<file path="config.mk">
export PLATFORM = sky130hd
export DESIGN_NAME = openfire_mem_ctrl
export DESIGN_NICKNAME = d
export VERILOG_FILES = /design/src/rtl/openfire_mem_ctrl_pkg.sv /design/src/rtl/openfire_mem_lane.sv /design/src/rtl/openfire_mem_ctrl.sv
export SDC_FILE = /design/constraint.sdc
export NUM_CORES = 1
export LEC_CHECK = 0
export BUFFER_PORTS_ARGS = -buffer_cell sky130_fd_sc_hd__buf_2
export CORE_ASPECT_RATIO = 1.1
export CORE_MARGIN = 2
export CORE_UTILIZATION = 40
export DETAILED_ROUTE_END_ITERATION = 8
export PLACE_DENSITY_LB_ADDON = 0.3
export RECOVER_POWER = 100
export SYNTH_ARGS = -nofsm -noshare
export SYNTH_HDL_FRONTEND = slang
export SYNTH_SLANG_ARGS = --single-unit
</file>
<file path="constraint.sdc">
create_clock -name clock -period 4.2 [get_ports clock]
set_clock_uncertainty 0.2 [all_clocks]
set_input_delay 0.42 -clock clock [delete_from_list [all_inputs] [get_ports clock]]
set_output_delay 0.42 -clock clock [all_outputs]
set_load 0.1 [all_outputs]
</file>
<file path="src/rtl/openfire_mem_ctrl_pkg.sv">
// Shared types and constants for the OpenFire SRAM controller.
package openfire_mem_ctrl_pkg;

    localparam int unsigned DATA_W = 32;
    localparam int unsigned BE_W   = 4;
    localparam int unsigned CNT_W  = 4;

    typedef enum logic [2:0] {
        ST_IDLE   = 3'd0,
        ST_ACCESS = 3'd1,
        ST_WAIT   = 3'd2,
        ST_LATCH  = 3'd3,
        ST_DONE   = 3'd4
    } state_e;

    localparam logic [1:0] SZ_BYTE = 2'd0;
    localparam logic [1:0] SZ_HALF = 2'd1;
    localparam logic [1:0] SZ_WORD = 2'd2;

    localparam logic PORT_DMEM = 1'b0;
    localparam logic PORT_IMEM = 1'b1;

    // Size codes 2 and 3 both mean a full word.
    function automatic logic is_word(input logic [1:0] size);
        return size[1];
    endfunction

endpackage

</file>
<file path="src/rtl/openfire_mem_lane.sv">
// Big-endian lane logic: store replication/byte enables and load steering.
module openfire_mem_lane
    import openfire_mem_ctrl_pkg::*;
(
    input  logic [1:0]        size_i,
    input  logic [1:0]        offset_i,
    input  logic [DATA_W-1:0] wdata_i,
    input  logic [DATA_W-1:0] rdata_i,
    output logic [BE_W-1:0]   be_c_o,
    output logic [DATA_W-1:0] wdata_c_o,
    output logic [DATA_W-1:0] rdata_c_o,
    output logic              misaligned_c_o
);

    always_comb begin
        be_c_o         = 4'b1111;
        wdata_c_o      = wdata_i;
        rdata_c_o      = rdata_i;
        misaligned_c_o = 1'b0;
        if (is_word(size_i)) begin
            misaligned_c_o = (offset_i != 2'b00);
        end else if (size_i == SZ_HALF) begin
            misaligned_c_o = offset_i[0];
            wdata_c_o      = {2{wdata_i[15:0]}};
            be_c_o         = offset_i[1] ? 4'b0011 : 4'b1100;
            rdata_c_o      = {16'h0, (offset_i[1] ? rdata_i[15:0] : rdata_i[31:16])};
        end else begin
            wdata_c_o = {4{wdata_i[7:0]}};
            be_c_o    = 4'b1000 >> offset_i;
            case (offset_i)
                2'd0:    rdata_c_o = {24'h0, rdata_i[31:24]};
                2'd1:    rdata_c_o = {24'h0, rdata_i[23:16]};
                2'd2:    rdata_c_o = {24'h0, rdata_i[15:8]};
                default: rdata_c_o = {24'h0, rdata_i[7:0]};
            endcase
        end
    end

endmodule

</file>
<file path="src/rtl/openfire_mem_ctrl.sv">
// Two-port (instruction/data) arbiter and sequencer for a single-ported SRAM.
module openfire_mem_ctrl
    import openfire_mem_ctrl_pkg::*;
#(
    parameter int unsigned ADDR_W      = 12,
    parameter int unsigned WAIT_STATES = 0
) (
    input  logic              clock,
    input  logic              reset,
    input  logic [31:0]       imem_addr,
    input  logic              imem_re,
    output logic [31:0]       imem_data_in,
    output logic              imem_done,
    input  logic [31:0]       dmem_addr,
    input  logic [31:0]       dmem_data_out,
    input  logic              dmem_re,
    input  logic              dmem_we,
    input  logic [1:0]        dmem_input_sel,
    output logic [31:0]       dmem_data_in,
    output logic              dmem_done,
    output logic              dmem_alignment_exception,
    output logic              mem_en,
    output logic              mem_we,
    output logic [ADDR_W-1:0] mem_addr,
    output logic [3:0]        mem_be,
    output logic [31:0]       mem_wdata,
    input  logic [31:0]       mem_rdata
);

    localparam logic [CNT_W-1:0] WAIT_LOAD = CNT_W'(WAIT_STATES - 1);

    state_e              state_q, state_d;
    logic                port_q, port_d;
    logic [1:0]          off_q, off_d;
    logic [1:0]          size_q, size_d;
    logic                write_q, write_d;
    logic                misal_q, misal_d;
    logic                prio_dmem_q, prio_dmem_d;
    logic [CNT_W-1:0]    cnt_q, cnt_d;
    logic                mem_en_q, mem_en_d;
    logic                mem_we_q, mem_we_d;
    logic [ADDR_W-1:0]   mem_addr_q, mem_addr_d;
    logic [BE_W-1:0]     mem_be_q, mem_be_d;
    logic [DATA_W-1:0]   mem_wdata_q, mem_wdata_d;
    logic                imem_done_q, imem_done_d;
    logic                dmem_done_q, dmem_done_d;
    logic                exc_q, exc_d;
    logic [DATA_W-1:0]   imem_data_q, imem_data_d;
    logic [DATA_W-1:0]   dmem_data_q, dmem_data_d;

    logic                dmem_req_c, grant_dmem_c, in_idle_c;
    logic [31:0]         req_addr_c;
    logic [1:0]          req_size_c, lane_size_c, lane_off_c;
    logic                req_write_c;
    logic [BE_W-1:0]     lane_be_c;
    logic [DATA_W-1:0]   lane_wdata_c, lane_rdata_c;
    logic                lane_misal_c, misal_c;
    logic                unused_addr_c;

    // Round-robin grant: a lone requester wins, otherwise the priority flag decides.
    assign dmem_req_c   = dmem_re | dmem_we;
    assign grant_dmem_c = dmem_req_c & (~imem_re | prio_dmem_q);
    assign req_addr_c   = grant_dmem_c ? dmem_addr : imem_addr;
    assign req_size_c   = grant_dmem_c ? dmem_input_sel : SZ_WORD;
    assign req_write_c  = grant_dmem_c & dmem_we;
    assign in_idle_c    = (state_q == ST_IDLE);
    assign lane_size_c  = in_idle_c ? req_size_c : size_q;
    assign lane_off_c   = in_idle_c ? req_addr_c[1:0] : off_q;
    assign misal_c      = lane_misal_c & grant_dmem_c;
    assign unused_addr_c = ^{imem_addr, dmem_addr};

    openfire_mem_lane u_lane (
        .size_i         (lane_size_c),
        .offset_i       (lane_off_c),
        .wdata_i        (dmem_data_out),
        .rdata_i        (mem_rdata),
        .be_c_o         (lane_be_c),
        .wdata_c_o      (lane_wdata_c),
        .rdata_c_o      (lane_rdata_c),
        .misaligned_c_o (lane_misal_c)
    );

    always_comb begin
        state_d     = state_q;
        port_d      = port_q;
        off_d       = off_q;
        size_d      = size_q;
        write_d     = write_q;
        misal_d     = misal_q;
        prio_dmem_d = prio_dmem_q;
        cnt_d       = cnt_q;
        mem_en_d    = 1'b0;
        mem_we_d    = 1'b0;
        mem_addr_d  = mem_addr_q;
        mem_be_d    = mem_be_q;
        mem_wdata_d = mem_wdata_q;
        imem_done_d = 1'b0;
        dmem_done_d = 1'b0;
        exc_d       = 1'b0;
        imem_data_d = imem_data_q;
        dmem_data_d = dmem_data_q;
        case (state_q)
            ST_IDLE: begin
                if (dmem_req_c || imem_re) begin
                    port_d      = grant_dmem_c ? PORT_DMEM : PORT_IMEM;
                    off_d       = req_addr_c[1:0];
                    size_d      = req_size_c;
                    write_d     = req_write_c;
                    misal_d     = misal_c;
                    prio_dmem_d = ~grant_dmem_c;
                    if (misal_c) begin
                        state_d = ST_LATCH;
                    end else begin
                        state_d     = ST_ACCESS;
                        mem_en_d    = 1'b1;
                        mem_we_d    = req_write_c;
                        mem_addr_d  = req_addr_c[ADDR_W+1:2];
                        mem_be_d    = lane_be_c;
                        mem_wdata_d = lane_wdata_c;
                    end
                end
            end
            ST_ACCESS: begin
                if (WAIT_STATES > 0) begin
                    state_d = ST_WAIT;
                    cnt_d   = WAIT_LOAD;
                end else begin
                    state_d = ST_LATCH;
                end
            end
            ST_WAIT: begin
                if (cnt_q == '0) begin
                    state_d = ST_LATCH;
                end else begin
                    cnt_d = cnt_q - CNT_W'(1);
                end
            end
            ST_LATCH: begin
                state_d = ST_DONE;
                if (port_q == PORT_DMEM) begin
                    dmem_done_d = 1'b1;
                    exc_d       = misal_q;
                    if (!write_q && !misal_q) dmem_data_d = lane_rdata_c;
                end else begin
                    imem_done_d = 1'b1;
                    imem_data_d = lane_rdata_c;
                end
            end
            ST_DONE: state_d = ST_IDLE;
            default: state_d = ST_IDLE;
        endcase
    end

    always_ff @(posedge clock or posedge reset) begin
        if (reset) begin
            state_q     <= ST_IDLE;
            port_q      <= PORT_DMEM;
            off_q       <= '0;
            size_q      <= SZ_WORD;
            write_q     <= 1'b0;
            misal_q     <= 1'b0;
            prio_dmem_q <= 1'b1;
            cnt_q       <= '0;
            mem_en_q    <= 1'b0;
            mem_we_q    <= 1'b0;
            mem_addr_q  <= '0;
            mem_be_q    <= '0;
            mem_wdata_q <= '0;
            imem_done_q <= 1'b0;
            dmem_done_q <= 1'b0;
            exc_q       <= 1'b0;
            imem_data_q <= '0;
            dmem_data_q <= '0;
        end else begin
            state_q     <= state_d;
            port_q      <= port_d;
            off_q       <= off_d;
            size_q      <= size_d;
            write_q     <= write_d;
            misal_q     <= misal_d;
            prio_dmem_q <= prio_dmem_d;
            cnt_q       <= cnt_d;
            mem_en_q    <= mem_en_d;
            mem_we_q    <= mem_we_d;
            mem_addr_q  <= mem_addr_d;
            mem_be_q    <= mem_be_d;
            mem_wdata_q <= mem_wdata_d;
            imem_done_q <= imem_done_d;
            dmem_done_q <= dmem_done_d;
            exc_q       <= exc_d;
            imem_data_q <= imem_data_d;
            dmem_data_q <= dmem_data_d;
        end
    end

    assign imem_data_in             = imem_data_q;
    assign imem_done                = imem_done_q;
    assign dmem_data_in             = dmem_data_q;
    assign dmem_done                = dmem_done_q;
    assign dmem_alignment_exception = exc_q;
    assign mem_en                   = mem_en_q;
    assign mem_we                   = mem_we_q;
    assign mem_addr                 = mem_addr_q;
    assign mem_be                   = mem_be_q;
    assign mem_wdata                = mem_wdata_q;

endmodule

</file>
==> impl_metrics.env <==
export IMPL_wl_per_cell_um=17.39
export IMPL_clkTransAtPathRegs_ns=0.06
export IMPL_netlist_instances=663
export IMPL_synth_edf_count=0
export IMPL_routed_via_density=5.366
export IMPL_dpl_cell_area_um2=7732
export IMPL_core_um2=15800
export IMPL_cp_required_ns=4.28
export IMPL_layout_min_cycle_time_ns=3.401
export IMPL_synth_adder_area_share_pct=0.1923
export IMPL_synth_main_ff_cell="dfrtp_1"
export IMPL_seq_area_um2=3306
export IMPL_dr_pass1_iters=5
export IMPL_synth_top_family_by_area="compound AO/OA/AOI/OAI gates"
export IMPL_reg2reg_from="state_q[0]"
export IMPL_ff2ff_setup_slack_ns=0.80
export IMPL_drc=0
export IMPL_slew_violations=88
export IMPL_drive_gt1_share_pct=21.59
export IMPL_multi_input_area_um2=2883
export IMPL_reg2reg_depth=6
export IMPL_drtIter0Drc=310
export IMPL_cts_setup_buffers=0
export IMPL_min_period_over_period_pct=80.97
export IMPL_relSlewSlack_pct=-23.36
export IMPL_synthesis_nets=799
export IMPL_synth_compound_area_share_pct=17.09
export IMPL_synthArstFlopShare_pct=100.0
export IMPL_gp_congestion=0.8436
export IMPL_fin_nets=1003
export IMPL_postLayoutCellArea_um2=8209
export IMPL_syn_area_per_cell_um2=9.815
export IMPL_endpoint="imem_data_in[6]"
export IMPL_antenna_found_initial=0
export IMPL_yosysWarnings=0
export IMPL_vias=5795
export IMPL_cts_buffer_depth=2
export IMPL_fin_setup_tns_ns=0
export IMPL_worstReg2RegEnd="imem_data_in[6]"
export IMPL_seq_area_frac_synth_pct=50.80
export IMPL_num_rows=48
export IMPL_yosysUniqueCellTypes=64
export IMPL_grt_overflow_total=0
export IMPL_cts_resized=0
export IMPL_final_cell_mix="151 x nand2_1, 130 x dfrtp_1, 118 x clkbuf_1"
export IMPL_nFillCells=1551
export IMPL_fin_util_pct=51.97
export IMPL_die_y_um=137.8
export IMPL_synthMuxAreaShare_pct=10.48
export IMPL_hold_viol_final=0
export IMPL_critPathMaxFanout=11
export IMPL_netlist_area_um2=6507
export IMPL_fmax_mhz=294.1
export IMPL_track_usage_pct=21.93
export IMPL_synth_simple_area_share_pct=16.59
export IMPL_synthXorXnorAreaFrac_pct=0.2692
export IMPL_hold_class="input port to register"
export IMPL_routed_wl_um=18780
export IMPL_cp_startpoint="state_q[0]"
export IMPL_status="finished, violations left"
export IMPL_end_kind="register"
export IMPL_failed_checks="max-capacitance violations, max-slew violations"
export IMPL_maxCapViolations=1
export IMPL_area_growth_pct=26.15
export IMPL_start_util_pct=41.20
export IMPL_final_common_cell="nand2_1"
export IMPL_clock_latency_ns=0.42
export IMPL_rsz0062_at_grt="no"
export IMPL_grt_pass1_wl_um=29940
export IMPL_cts_root_buf="clkbuf_16"
export IMPL_hpwl_um=13240
export IMPL_cp_arrival_ns=3.48
export IMPL_cts_buffers=17
export IMPL_cts_num_sinks=132
export IMPL_htree_levels=4
export IMPL_cts_tree="done"
export IMPL_ys_ff_latch=132
export IMPL_portBuffers=215
export IMPL_grt_pass1_vias=5804
export IMPL_die_w_um=125.6
export IMPL_ios=252
export IMPL_die_area_um2=17310
export IMPL_ant_nets=0
export IMPL_setup_viol=0
export IMPL_worst_pin_slew_ns=1.850
export IMPL_crit_type="register to register"
export IMPL_diodes=0
export IMPL_critPathLaunchType="register"
export IMPL_grt_max_degree=88
-- worst min-delay path by stage --
stage	from	end	cells past startpoint
5_1_grt	dmem_data_out[5]	mem_wdata[5]	2
2_1_floorplan	write_q	write_q	2
6_report	dmem_data_out[4]	mem_wdata[4]	2
3_3_place_gp	imem_data_in[17]	imem_data_in[17]	2
3_5_place_dp	imem_data_in[17]	imem_data_in[17]	2
4_1_cts	dmem_data_out[4]	mem_wdata[4]	2
-- cells in the mapped netlist, types with 5 or more instances --
master / number / area share (%)
nand2_1: 152 / 8.8
nand4_1: 6 / 0.58
a222oi_1: 8 / 1.2
mux2_1: 14 / 2.4
nor2_1: 28 / 1.6
a21oi_1: 10 / 0.77
mux2i_1: 13 / 2.0
inv_1: 17 / 0.98
a31oi_1: 10 / 0.96
buf_6: 5 / 0.87
mux2_2: 35 / 6.1
nor3_1: 12 / 0.92
o211ai_1: 8 / 0.92
a22oi_1: 8 / 0.92
or3_1: 16 / 1.5
clkbuf_1: 22 / 1.3
buf_2: 12 / 0.92
o31a_1: 5 / 0.67
dfrtp_1: 130 / 50
o21ai_0: 48 / 3.7
a211oi_1: 9 / 1.0
o21ai_1: 18 / 1.4
o311ai_0: 5 / 0.67
-- per-layer routing --
| metal | vias to the layer above | wire length, um | part of all wire (%) | global-route usage, % |
|---|---|---|---|---|
| met5 | - | 0 | 0 | 0 |
| met4 | 0 | 399 | 2.1 | 7.160 |
| met3 | 23 | 1289 | 6.9 | 6.175 |
| met2 | 206 | 8918 | 47 | 36.37 |
| met1 | 2780 | 8177 | 44 | 27.87 |
| li1 | 2786 | - | - | - |
-- critical path, cell delays in order (launching register included) --
cell	delay, ns
dfrtp_1	0.46
or4b_1	0.59
or4_4	0.44
a32oi_1	0.92
a41oi_1	0.10
o22ai_1	0.42
a211oi_1	0.13
-- sequential cells by signal (all words and copies together) (netlist names), 3 cells and up --
name          count
state_q           3
imem_data_in     32
dmem_data_in     32
mem_wdata        32
cnt_q             4
mem_addr         12
mem_be            4
-- through the flow --
step	std cells	hold WS (ns)	worst slack, ns
after floorplan	663	0.2638	0.05726
after global placement	1047	0.2562	1.012
after detailed placement	1047	0.2648	0.9745
after CTS	1080	0.06082	1.146
after global routing	1080	0.07614	0.5375
final	1080	0.08166	0.7993
-- final cells by class --
class | instances | area share [%]
clock buffer | 17 | 5.182
timing repair buffer | 229 | 12.77
tap | 200 | 3.048
multi-input combinational | 470 | 35.12
clock inverter | 15 | 2.789
sequential | 132 | 40.27
inverter | 17 | 0.8230
-- cells by family (layout without fill, tap and decap cells) --
kind of cell	Yosys count	in the layout
flops	132	132
simple gates	242	242
compound gates	163	163
buf+inv	61	278
fa+ha+maj	1	1
mux	62	62
xor+xnor	2	2
-- timing repair --
| action | 4_1_cts | 5_1_grt |
|---|---|---|
| hold endpoints to repair | 36 | 0 |
| hold buffers | 1 | 0 |
| setup endpoints to repair | 0 | 0 |
Power is left out: the tool's default activity adds up to more than one toggle a clock period on the data nets, which glitch-free logic cannot reach.
